## config.mk

```make
export PLATFORM = sky130hd
export DESIGN_NAME = booth_seq_mul
export DESIGN_NICKNAME = d
export VERILOG_FILES = /design/src/rtl/booth_seq_mul.sv
export SDC_FILE = /design/constraint.sdc
export NUM_CORES = 1
export LEC_CHECK = 0
export CORE_MARGIN = 2
export CORE_UTILIZATION = 45
export CTS_BUF_LIST = sky130_fd_sc_hd__clkbuf_16
export CTS_CLUSTER_DIAMETER = 60
export CTS_CLUSTER_SIZE = 20
export DETAILED_ROUTE_END_ITERATION = 10
export GPL_ROUTABILITY_DRIVEN = 0
export GPL_TIMING_DRIVEN = 0
export PLACE_DENSITY = 0.71
export SYNTH_ARGS = -nofsm -noshare
export SYNTH_HDL_FRONTEND = slang
export SYNTH_SLANG_ARGS = --single-unit
```

## constraint.sdc

```tcl
create_clock -name clk -period 2.7 [get_ports clk]
set_clock_uncertainty 0.1 [all_clocks]
set_input_delay 0.27 -clock clk [delete_from_list [all_inputs] [get_ports clk]]
set_output_delay 0.27 -clock clk [all_outputs]
set_load 0.02 [all_outputs]
```

## src/rtl/booth_seq_mul.sv

```systemverilog
// booth_seq_mul: multi-cycle radix-2 Booth multiplier, one add/sub-and-shift per clock.
//
// Ports
//   clk    rising-edge clock
//   rst    asynchronous active-high reset
//   start  request, sampled when ready (IDLE or DONE)
//   a, b   WIDTH-bit operands (two's complement unless tc=0), sampled with start
//   tc     (UNSIGNED_EN only) 1 = signed operands, 0 = unsigned operands
//   c      2*WIDTH-bit product, updated only on the done edge
//   busy   high while stepping (RUN)
//   done   one-cycle pulse when c has just been updated
//
// Build option: define UNSIGNED_EN to add the tc port and unsigned mode.
// Unsigned mode takes WIDTH+1 steps. Signed mode always takes WIDTH steps.
module booth_seq_mul #(
    parameter int WIDTH = 8
) (
    input  logic                 clk,
    input  logic                 rst,
    input  logic                 start,
    input  logic [WIDTH-1:0]     a,
    input  logic [WIDTH-1:0]     b,
`ifdef UNSIGNED_EN
    input  logic                 tc,
`endif
    output logic [2*WIDTH-1:0]   c,
    output logic                 busy,
    output logic                 done
);

`ifdef UNSIGNED_EN
    // Operands are extended by one bit so unsigned values fit as positive
    // two's-complement numbers.
    localparam int EW = WIDTH + 1;
`else
    localparam int EW = WIDTH;
`endif
    localparam int CW = $clog2(WIDTH + 2);

    typedef enum logic [1:0] {IDLE, RUN, DONE} state_t;

    state_t              state_q, state_d;
    logic [EW:0]         m_q, m_d;        // sign-extended multiplicand
    logic [EW:0]         acc_q, acc_d;    // accumulator, one guard bit above EW
    logic [EW-1:0]       q_q, q_d;        // multiplier / low product bits
    logic                q1_q, q1_d;      // Booth look-behind bit
    logic [CW-1:0]       cnt_q, cnt_d;    // remaining steps
    logic [2*WIDTH-1:0]  c_q, c_d;
`ifdef UNSIGNED_EN
    logic                sgn_q, sgn_d;
`endif

    // Values loaded when a request is accepted.
    logic [EW:0]         m_ld;
    logic [EW-1:0]       q_ld;
    logic [CW-1:0]       cnt_ld;

    always_comb begin
`ifdef UNSIGNED_EN
        if (tc) begin
            m_ld   = {{2{a[WIDTH-1]}}, a};
            q_ld   = {b[WIDTH-1], b};
            cnt_ld = CW'(WIDTH);
        end else begin
            m_ld   = {2'b00, a};
            q_ld   = {1'b0, b};
            cnt_ld = CW'(WIDTH + 1);
        end
`else
        m_ld   = {a[WIDTH-1], a};
        q_ld   = b;
        cnt_ld = CW'(WIDTH);
`endif
    end

    // One Booth step on the current registers.
    logic [EW:0]         sum;
    logic [EW:0]         acc_sh;
    logic [EW-1:0]       q_sh;
    logic [2*WIDTH-1:0]  res;

    always_comb begin
        case ({q_q[0], q1_q})
            2'b01:   sum = acc_q + m_q;
            2'b10:   sum = acc_q - m_q;
            default: sum = acc_q;
        endcase
        acc_sh = {sum[EW], sum[EW:1]};
        q_sh   = {sum[0], q_q[EW-1:1]};
`ifdef UNSIGNED_EN
        // Signed mode stops one step early, so the product sits one bit
        // higher in {acc,q}; the unused extension bit is left in q[0].
        if (sgn_q) res = {acc_sh[WIDTH-1:0], q_sh[WIDTH:1]};
        else       res = {acc_sh[WIDTH-2:0], q_sh};
`else
        res = {acc_sh[WIDTH-1:0], q_sh};
`endif
    end

    always_comb begin
        state_d = state_q;
        m_d     = m_q;
        acc_d   = acc_q;
        q_d     = q_q;
        q1_d    = q1_q;
        cnt_d   = cnt_q;
        c_d     = c_q;
`ifdef UNSIGNED_EN
        sgn_d   = sgn_q;
`endif
        case (state_q)
            IDLE, DONE: begin
                if (start) begin
                    m_d     = m_ld;
                    acc_d   = '0;
                    q_d     = q_ld;
                    q1_d    = 1'b0;
                    cnt_d   = cnt_ld;
`ifdef UNSIGNED_EN
                    sgn_d   = tc;
`endif
                    state_d = RUN;
                end else begin
                    state_d = IDLE;
                end
            end
            RUN: begin
                acc_d = acc_sh;
                q_d   = q_sh;
                q1_d  = q_q[0];
                cnt_d = cnt_q - CW'(1);
                if (cnt_q == CW'(1)) begin
                    c_d     = res;
                    state_d = DONE;
                end
            end
            default: state_d = IDLE;
        endcase
    end

    always_ff @(posedge clk or posedge rst) begin
        if (rst) begin
            state_q <= IDLE;
            m_q     <= '0;
            acc_q   <= '0;
            q_q     <= '0;
            q1_q    <= 1'b0;
            cnt_q   <= '0;
            c_q     <= '0;
`ifdef UNSIGNED_EN
            sgn_q   <= 1'b1;
`endif
        end else begin
            state_q <= state_d;
            m_q     <= m_d;
            acc_q   <= acc_d;
            q_q     <= q_d;
            q1_q    <= q1_d;
            cnt_q   <= cnt_d;
            c_q     <= c_d;
`ifdef UNSIGNED_EN
            sgn_q   <= sgn_d;
`endif
        end
    end

    assign c    = c_q;
    assign busy = (state_q == RUN);
    assign done = (state_q == DONE);

endmodule
```

==> results of run 1 <==
-- stage by stage --
stage          hold slack, ps  setup TNS [ps]  util, %
2_1_floorplan             275               0        -
3_3_place_gp              365            -292     56.0
3_5_place_dp              362            -560     56.4
4_1_cts                   183           -5.58     61.1
5_1_grt                   216            -679     63.5
6_report                  172            -170     63.5
-- cells in the final DEF, fill, tap and decap left out, types with 4 or more instances in the layout --
master	n
a21oi_2	4
nand2b_1	4
nand2_1	65
dfrtp_1	43
a22oi_1	8
a22o_1	6
inv_1	11
buf_4	12
ha_1	9
xnor2_1	7
nor2_1	6
dfrtp_2	4
clkdlybuf4s50_1	36
o21ai_0	15
clkbuf_16	5
clkbuf_1	4
mux2_2	5
xor2_1	5
a21oi_1	4
-- layer usage --
layer  global-route usage [%]  vias to the layer above  share of wire, %
met2                     34.9                       40                52
li1                         -                      979                 -
met1                     25.0                     1002                43
met5                        0                        -                 0
met3                     3.10                       10               3.3
met4                     6.32                        0               1.8
-- sequential cells by signal, indices dropped and copies added (netlist names) --
name	cells
m_q	8
state_q	2
c	16
cnt_q	4
acc_q	8
q_q	8
q1_q	1
-- worst max-delay path, cell delays in order (launching register included) --
cell,delay [ps]
dfrtp_2,460
nor4_4,340
a21oi_2,100
xnor2_1,230
ha_1,320
a2111o_1,410
o22ai_2,140
mux2i_2,320
xnor2_1,160
o21ai_1,70
-- cell type report --
cell class,instances,area (sq um)
timing repair buffer,48,463
multi-input combinational,187,1300
tap,70,87.6
sequential,47,1180
buffer,10,58.8
inverter,14,52.6
fill,442,1900
clock inverter,3,38.8
clock buffer,5,125
-- repair_timing --
action                     4_1_cts  5_1_grt
setup endpoints to repair        8        9
gates resized for setup         13       24
cloned                           0        0
setup buffers                    6        5
pin swaps                        3       15
-- path summary, 6_finish.rpt --
path,cells past startpoint,to,start
max,9,c[15]$_DFFE_PP0P_,m_q[3]$_DFFE_PP0P_
max reg2reg,9,c[15]$_DFFE_PP0P_,m_q[3]$_DFFE_PP0P_
min in group clk,2,c[6]$_DFFE_PP0P_,c[6]$_DFFE_PP0P_
max in group asynchronous,3,cnt_q[1]$_DFFE_PP0P_,rst
min,2,acc_q[2]$_DFFE_PP0P_,rst
min reg2reg,2,c[6]$_DFFE_PP0P_,c[6]$_DFFE_PP0P_
-- cells by family (layout without fill, tap and decap cells) --
family                   after synthesis  in the layout  share of synthesized area [%]
multiplexers                          12             12                           5.42
flip-flops                            47             47                           47.6
XOR/XNOR                              13             13                           4.61
AO/OA/AOI/OAI                         55             55                           14.7
AND/OR/NAND/NOR                       94             94                           16.4
adder cells (fa/ha/maj)               13             13                           6.89
buffers and inverters                 24             80                           4.31
==> results.md, run 1 <==
- DRC Markers: 0
- CTS tree: yes
- Reg2reg setup slack: -70 ps
- Area fraction of the dominant cell type after synthesis: 47.6%
- Clock sinks: 47
- Die ar.: 0.00609 sq mm
- Setup ws final: -68.5 ps
- Final number of max-transition violations: 0
- Post-Syn Area per Cell: 9.57 sq um
- Gr ovfl total: 0
- Status: finished with violations
- Die height: 78.1 um
- Most frequent cell after synthesis: nand2_1
- Vias per cell: 5.29
- Detail Placement HPWL: 3.82 mm
- Post-route ant nets: 0
- Post-CTS Hold Fix Bufs: 0
- Cell taking the most area after synthesis: dfrtp_1
- Number of diodes: 0
- Starting density of the core: 47.4%
- IO buf count: 36
- Drt wl/cell: 15.4 um
- Syn Inst Count: 258
- Worst slew pin tran: 497 ps
- #FFs+latches synth: 47
- Max-cap violations: 0
- Critical path class: flop to flop
- Clock transition at the registers of the reported paths: 60 ps
- Design area: 0.00331 sq mm
- RSZ-0062 raised after global routing: true
- Crit-path max FO: 4
- TritonCTS Buffers: 5
- Sequential element share of the synthesized area: 47.6%
- Drt pass-1 iters: 4
- Hold/Removal Path Class: input port to asynchronous set/reset pin
- Layout area overhead: 34.0%
- Rows: 26
- Synth Warn #: 0
- Top_reg_cell synth: dfrtp_1
- Total number of vias: 2031
- Vias in the first global route: 2048
- Dpl cells: 365
- Largest net degree at the start of global routing: 33
- Placeable Area: 0.00520 sq mm
- Crit path required time: 2770 ps
- Startpoint types: flop
- Worst-Skew Late Latency: 290 ps
- Synthesized area: 0.00247 sq mm
- Final critical-path share of the clock period: 103%
- # setup viols final: 3
- Worst endpoint data arrival time: 2830 ps
- Setup WS pre-CTS: -120 ps
- Synth cell count leaders: nand2_1, dfrtp_1, o21ai_0
- Number of H-tree branching levels: 2
- Initial antenna violation count: 0
- Routed wire length: 5.91 mm
- Max Fclk: 361 MHz
- Layout Nets: 345
- Chip width: 78.1 um
- Violated checks: setup timing
- First-pass GRT wire length: 9.65 mm
- Area contributors post-synth: dfrtp_1, nand2_1, ha_1
- Placed Area: 0.00294 sq mm
- I/O pin count: 37
- Max-slew headroom: 66.8%
- Period minus WS final: 2770 ps
- Fin cells: 384
- Critical Path Sink Type: flop
- Hold Fails Final Rpt: 0
- Clk root buf: clkbuf_16
- Asr flop ratio synth: 100%
- Drt first-iter violations: 137
- Syn nets: 290
- EDFF count, synth: 0
- GR Util All Layers: 19.8%
- Synth cell types: 41
- Clock Path Buffers: 2
- Layout cells sized above 1: 20.7%
Power of run 1 is left out: the tool's default activity adds up to more than one toggle a clock period on the data nets, which glitch-free logic cannot reach.
==> run 2: changes to the inputs <==
--- a/config.mk
+++ b/config.mk
@@ -11,9 +11,9 @@
 export CTS_CLUSTER_DIAMETER = 60
 export CTS_CLUSTER_SIZE = 20
 export DETAILED_ROUTE_END_ITERATION = 10
+export DONT_BUFFER_PORTS = 1
 export GPL_ROUTABILITY_DRIVEN = 0
 export GPL_TIMING_DRIVEN = 0
-export PLACE_DENSITY = 0.71
 export SYNTH_ARGS = -nofsm -noshare
 export SYNTH_HDL_FRONTEND = slang
 export SYNTH_SLANG_ARGS = --single-unit
==> run 2 against run 1 <==
  * The flow finishes with violations (hold timing)
  * First-iteration DRC count down 20%
  * Cell count down 7.3%
  * Sequential share of layout area up 3.4 points
  * Utilization down 5.6 points
  * Die area unchanged
  * Global-route usage down 1.1 points
  * Critical path type unchanged
  * Critical endpoint is now c[14]$_DFFE_PP0P_
==> results.md, run 2 (same netlist as run 1, synthesis figures left out) <==
- R2R Path End: c[14]$_DFFE_PP0P_
- # setup viols final: 0
- Hold/Removal Path Class: input port to flop
- Period minus WS final: 2670 ps
- Gr ovfl total: 0
- Setup WS pre-CTS: -151 ps
- Max-cap violations: 0
- Violated checks: hold timing
- Worst r2r src: q_q[0]$_DFFE_PP0P_
- DRC Markers: 0
- Vias in the first global route: 1792
- Detail Placement HPWL: 3.85 mm
- Startpoint types: flop
- Clock Path Buffers: 2
- RSZ-0062 raised after global routing: true
- Drt pass-1 iters: 4
- I/O pin count: 37
- Layout cells sized above 1: 22.0%
- Total number of vias: 1874
- Final critical-path share of the clock period: 99.0%
- Starting density of the core: 47.4%
- Number of H-tree branching levels: 2
- WHS Path Cells: 2
- Initial antenna violation count: 0
- IO buf count: 0
- Status: finished with violations
- Critical Path Sink Type: flop
- Chip width: 78.1 um
- Worst-Skew Late Latency: 290 ps
- Reg2reg setup slack: 30 ps
- TritonCTS Buffers: 5
- Setup ws final: 25.7 ps
- Max-slew headroom: 66.4%
- Hold Path End: q_q[6]$_DFFE_PP0P_
- Max Fclk: 374 MHz
- Clock sinks: 47
- Crit-path max FO: 6
- Commonest non-fill, non-tap cells in the layout: nand2_1, dfrtp_1, o21ai_0, buf_4, inv_1
- Drt first-iter violations: 109
- Most common cell after layout, fill and taps aside: nand2_1
- Critical path class: flop to flop
- Routed wire length: 5.47 mm
- Design area: 0.00302 sq mm
- CTS tree: yes
- Drt wl/cell: 15.4 um
- Layout area overhead: 22.1%
- Final Util: 57.9%
- Fin Hold WS: -1.91 ps
- Number of diodes: 0
- Worst endpoint data arrival time: 2750 ps
- Die height: 78.1 um
- Post-route ant nets: 0
- R2R depth: 11
- Max FFs per register: 16
- Die ar.: 0.00609 sq mm
- Clock transition at the registers of the reported paths: 70 ps
- Rows: 26
- Final number of max-transition violations: 0
- GR Util All Layers: 18.7%
- Vias per cell: 5.26
- Layout fillers: 464
- First-pass GRT wire length: 8.70 mm
- Placeable Area: 0.00520 sq mm
- Placed Area: 0.00258 sq mm
- Layout Nets: 317
- Hold Fails Final Rpt: 1
- Largest net degree at the start of global routing: 32
- Clk root buf: clkbuf_16
- Hold Path Origin: b[6]
- Crit path required time: 2780 ps
- Worst slew pin tran: 504 ps
[run 2: how the worst max path moves through the flow]
stage                             startpoint              endpoint  slack [ps]
final                     q_q[0]$_DFFE_PP0P_     c[14]$_DFFE_PP0P_          30
after global routing      m_q[1]$_DFFE_PP0P_     c[15]$_DFFE_PP0P_        -100
after CTS                 q_q[0]$_DFFE_PP0P_  acc_q[7]$_DFFE_PP0P_         -10
after detailed placement    q1_q$_DFFE_PP0P_     c[12]$_DFFE_PP0P_        -150
after global placement      q1_q$_DFFE_PP0P_  acc_q[4]$_DFFE_PP0P_        -120
after floorplan             q1_q$_DFFE_PP0P_  acc_q[7]$_DFFE_PP0P_         140
[run 2: worst max-delay path, stage by stage (launching register included)]
cell,delay [ps]
dfrtp_1,390
ha_1,230
buf_6,140
buf_4,120
a21oi_2,110
xnor2_1,160
ha_2,340
a21o_1,210
or2_4,230
mux2i_2,170
a21oi_2,80
mux2_4,260
[run 2: final cells by class]
class / instances / area, sq um / share of cell area, %
Multi-Input combinational cell: 187 / 1280 / 42.6
Sequential cell: 47 / 1180 / 39.1
Timing Repair Buffer: 20 / 181 / 6.02
Clock buffer: 5 / 125 / 4.15
Tap cell: 70 / 87.6 / 2.90
Buffer: 10 / 60.1 / 1.99
Inverter: 14 / 52.6 / 1.74
Clock inverter: 3 / 43.8 / 1.45
[run 2: metal layers]
layer | vias to the layer above | global-route usage, % | part of all wire [%]
met5 | - | 0 | 0
met4 | 0 | 5.79 | 1.3
met3 | 6 | 4.71 | 4.4
met2 | 37 | 29.1 | 46
met1 | 902 | 26.0 | 49
li1 | 929 | - | -
[run 2: repair_timing]
action | CTS | global route
pin swaps | 2 | 13
gates resized for setup | 11 | 23
endpoints found under the hold margin | 21 | 0
endpoints found under the setup margin | 10 | 11
hold buffers | 6 | 0
buffers inserted | 2 | 11
[run 2: through the flow]
step	hold WS (ps)	std cells	setup TNS (ps)
4_1_cts	0.792	345	-14.3
3_5_place_dp	53.4	329	-837
6_report	-1.91	356	0
2_1_floorplan	275	258	0
3_3_place_gp	278	328	-742
5_1_grt	0.211	356	-273
Power of run 2 is left out for the same reason.
==> run 3: changes to the inputs <==
==> constraint.sdc (replaced) <==
create_clock -name clk -period 2.61 [get_ports clk]
set_clock_uncertainty 0.1 [all_clocks]
set_input_delay 0.261 -clock clk [delete_from_list [all_inputs] [get_ports clk]]
set_output_delay 0.261 -clock clk [all_outputs]
set_load 0.02 [all_outputs]
==> run 3 against run 2 <==
  * Die area unchanged
  * Critical path depth unchanged
  * The flow finishes with violations (setup timing)
  * Cell area increased by 2.4%
  * Cell count increased by 1.1%
  * Worst hold slack improved by 2.6 ps
  * Worst setup slack got worse by 70 ps
  * Sequential cell count unchanged
  * Wire length increased by 2.5%
  * Via count increased by 2.5%
  * Utilization increased by 1.4 points
  * Register-to-register slack got worse by 70 ps
  * Largest cell class unchanged
  * Non-clock buffer count increased by 4
==> results.md, run 3 (same netlist as run 1, synthesis figures left out) <==
- Status: finished with violations
- Violated checks: setup timing
- Gr ovfl total: 0
- # setup viols final: 3
- Vias per cell: 5.33
- Hold Path Origin: b[5]
- Max FFs per register: 16
- Final number of max-transition violations: 0
- Number of H-tree branching levels: 2
- Clock sinks: 47
- Layout cells sized above 1: 22.8%
- Largest net degree at the start of global routing: 32
- DRC Markers: 0
- Critical Path Sink Type: flop
- Setup ws final: -44.7 ps
- Drt wl/cell: 15.6 um
- Worst r2r src: m_q[0]$_DFFE_PP0P_
- CTS tree: yes
- Commonest non-fill, non-tap cells in the layout: nand2_1, dfrtp_1, dlygate4sd3_1, inv_1, o21ai_0
- Max-slew headroom: 66.5%
- Detail Placement HPWL: 3.85 mm
- Die height: 78.1 um
- Startpoint types: flop
- Placeable Area: 0.00520 sq mm
- Worst endpoint data arrival time: 2730 ps
- Worst-Skew Late Latency: 290 ps
- Period minus WS final: 2650 ps
- Final critical-path share of the clock period: 102%
- Drt pass-1 iters: 4
- Fin Hold WS: 0.737 ps
- IO buf count: 0
- Clock Path Buffers: 2
- Starting density of the core: 47.4%
- First-pass GRT wire length: 9.29 mm
- Drt first-iter violations: 133
- Crit-path max FO: 3
- Reg2reg setup slack: -40 ps
- Hold Path End: q_q[5]$_DFFE_PP0P_
- Clock transition at the registers of the reported paths: 60 ps
- Clk root buf: clkbuf_16
- Worst slew pin tran: 503 ps
- Routed wire length: 5.60 mm
- WHS Path Cells: 2
- GR Util All Layers: 19.8%
- Number of diodes: 0
- Vias in the first global route: 1907
- Rows: 26
- Max Fclk: 377 MHz
- Initial antenna violation count: 0
- Crit path required time: 2690 ps
- TritonCTS Buffers: 5
- Layout Nets: 321
- Max-cap violations: 0
- Die ar.: 0.00609 sq mm
- Layout area overhead: 25.0%
- Post-route ant nets: 0
- Most common cell after layout, fill and taps aside: nand2_1
- Hold Fails Final Rpt: 0
- Hold/Removal Path Class: input port to flop
- R2R depth: 11
- Total number of vias: 1920
- Critical path class: flop to flop
- RSZ-0062 raised after global routing: true
- R2R Path End: c[14]$_DFFE_PP0P_
- Chip width: 78.1 um
- I/O pin count: 37
## run 3: changes by cell type in the layout (fill, tap and decap cells not counted), sizes merged
| cell | before | now |
|---|---|---|
| dlygate4sd3 | 6 | 12 |
| buf | 19 | 17 |
## run 3: cell type report
type | instances | area (sq um)
well taps | 70 | 87.6
clock buffers | 5 | 125
fillers | 459 | 2120
multi-input cells | 187 | 1310
repair buffers | 24 | 226
inverters | 14 | 52.6
plain buffers | 10 | 60.1
flip-flops and latches | 47 | 1180
clock inverters | 3 | 43.8
## run 3: timing repair
action	CTS	global route
endpoints found under the setup margin	12	11
buffers inserted	9	2
hold buffers	12	0
resized for setup	24	17
hold endpoints to repair	27	0
pin swaps	8	10
## run 3: critical path, stage by stage, from the launching register on
cell and delay (ps):
dfrtp_2 410, inv_2 80, ha_4 130, nor3b_4 230
a21oi_2 80, xnor2_1 200, ha_2 320, a21o_1 180
or2_2 270, mux2i_1 150, a21oi_1 100, mux2_2 270
## run 3: worst max-delay path by stage
stage                  startpoint                   end  slack, ps  cells after the start
4_1_cts        m_q[0]$_DFFE_PP0P_     c[14]$_DFFE_PP0P_         -2                     11
2_1_floorplan    q1_q$_DFFE_PP0P_  acc_q[7]$_DFFE_PP0P_         50                     11
3_3_place_gp     q1_q$_DFFE_PP0P_  acc_q[4]$_DFFE_PP0P_       -210                     12
3_5_place_dp     q1_q$_DFFE_PP0P_     c[12]$_DFFE_PP0P_       -240                     12
5_1_grt        m_q[1]$_DFFE_PP0P_     c[15]$_DFFE_PP0P_       -150                     10
6_report       m_q[0]$_DFFE_PP0P_     c[14]$_DFFE_PP0P_        -40                     11
## run 3: routing by layer
layer	vias up	share of wire (%)	global-route usage, %
met1	932	46	26.5
met3	6	4.3	4.83
li1	942	-	-
met2	40	48	32.2
met4	0	1.1	5.79
met5	-	0	0
## run 3: stage by stage
| stage | std cells | util, % | setup TNS, ps | area, sq um | worst slack (ps) |
|---|---|---|---|---|---|
| global route | 360 | 59.3 | -770 | 3090 | -151 |
| global placement | 328 | 49.1 | -1650 | 2560 | -209 |
| floorplan | 258 | - | 0 | 2470 | 45.5 |
| finish | 360 | 59.3 | -71.1 | 3090 | -44.7 |
| CTS | 358 | 58.0 | -2.35 | 3020 | -2.35 |
| detailed placement | 329 | 49.5 | -1790 | 2580 | -241 |
Power of run 3 is left out for the same reason.
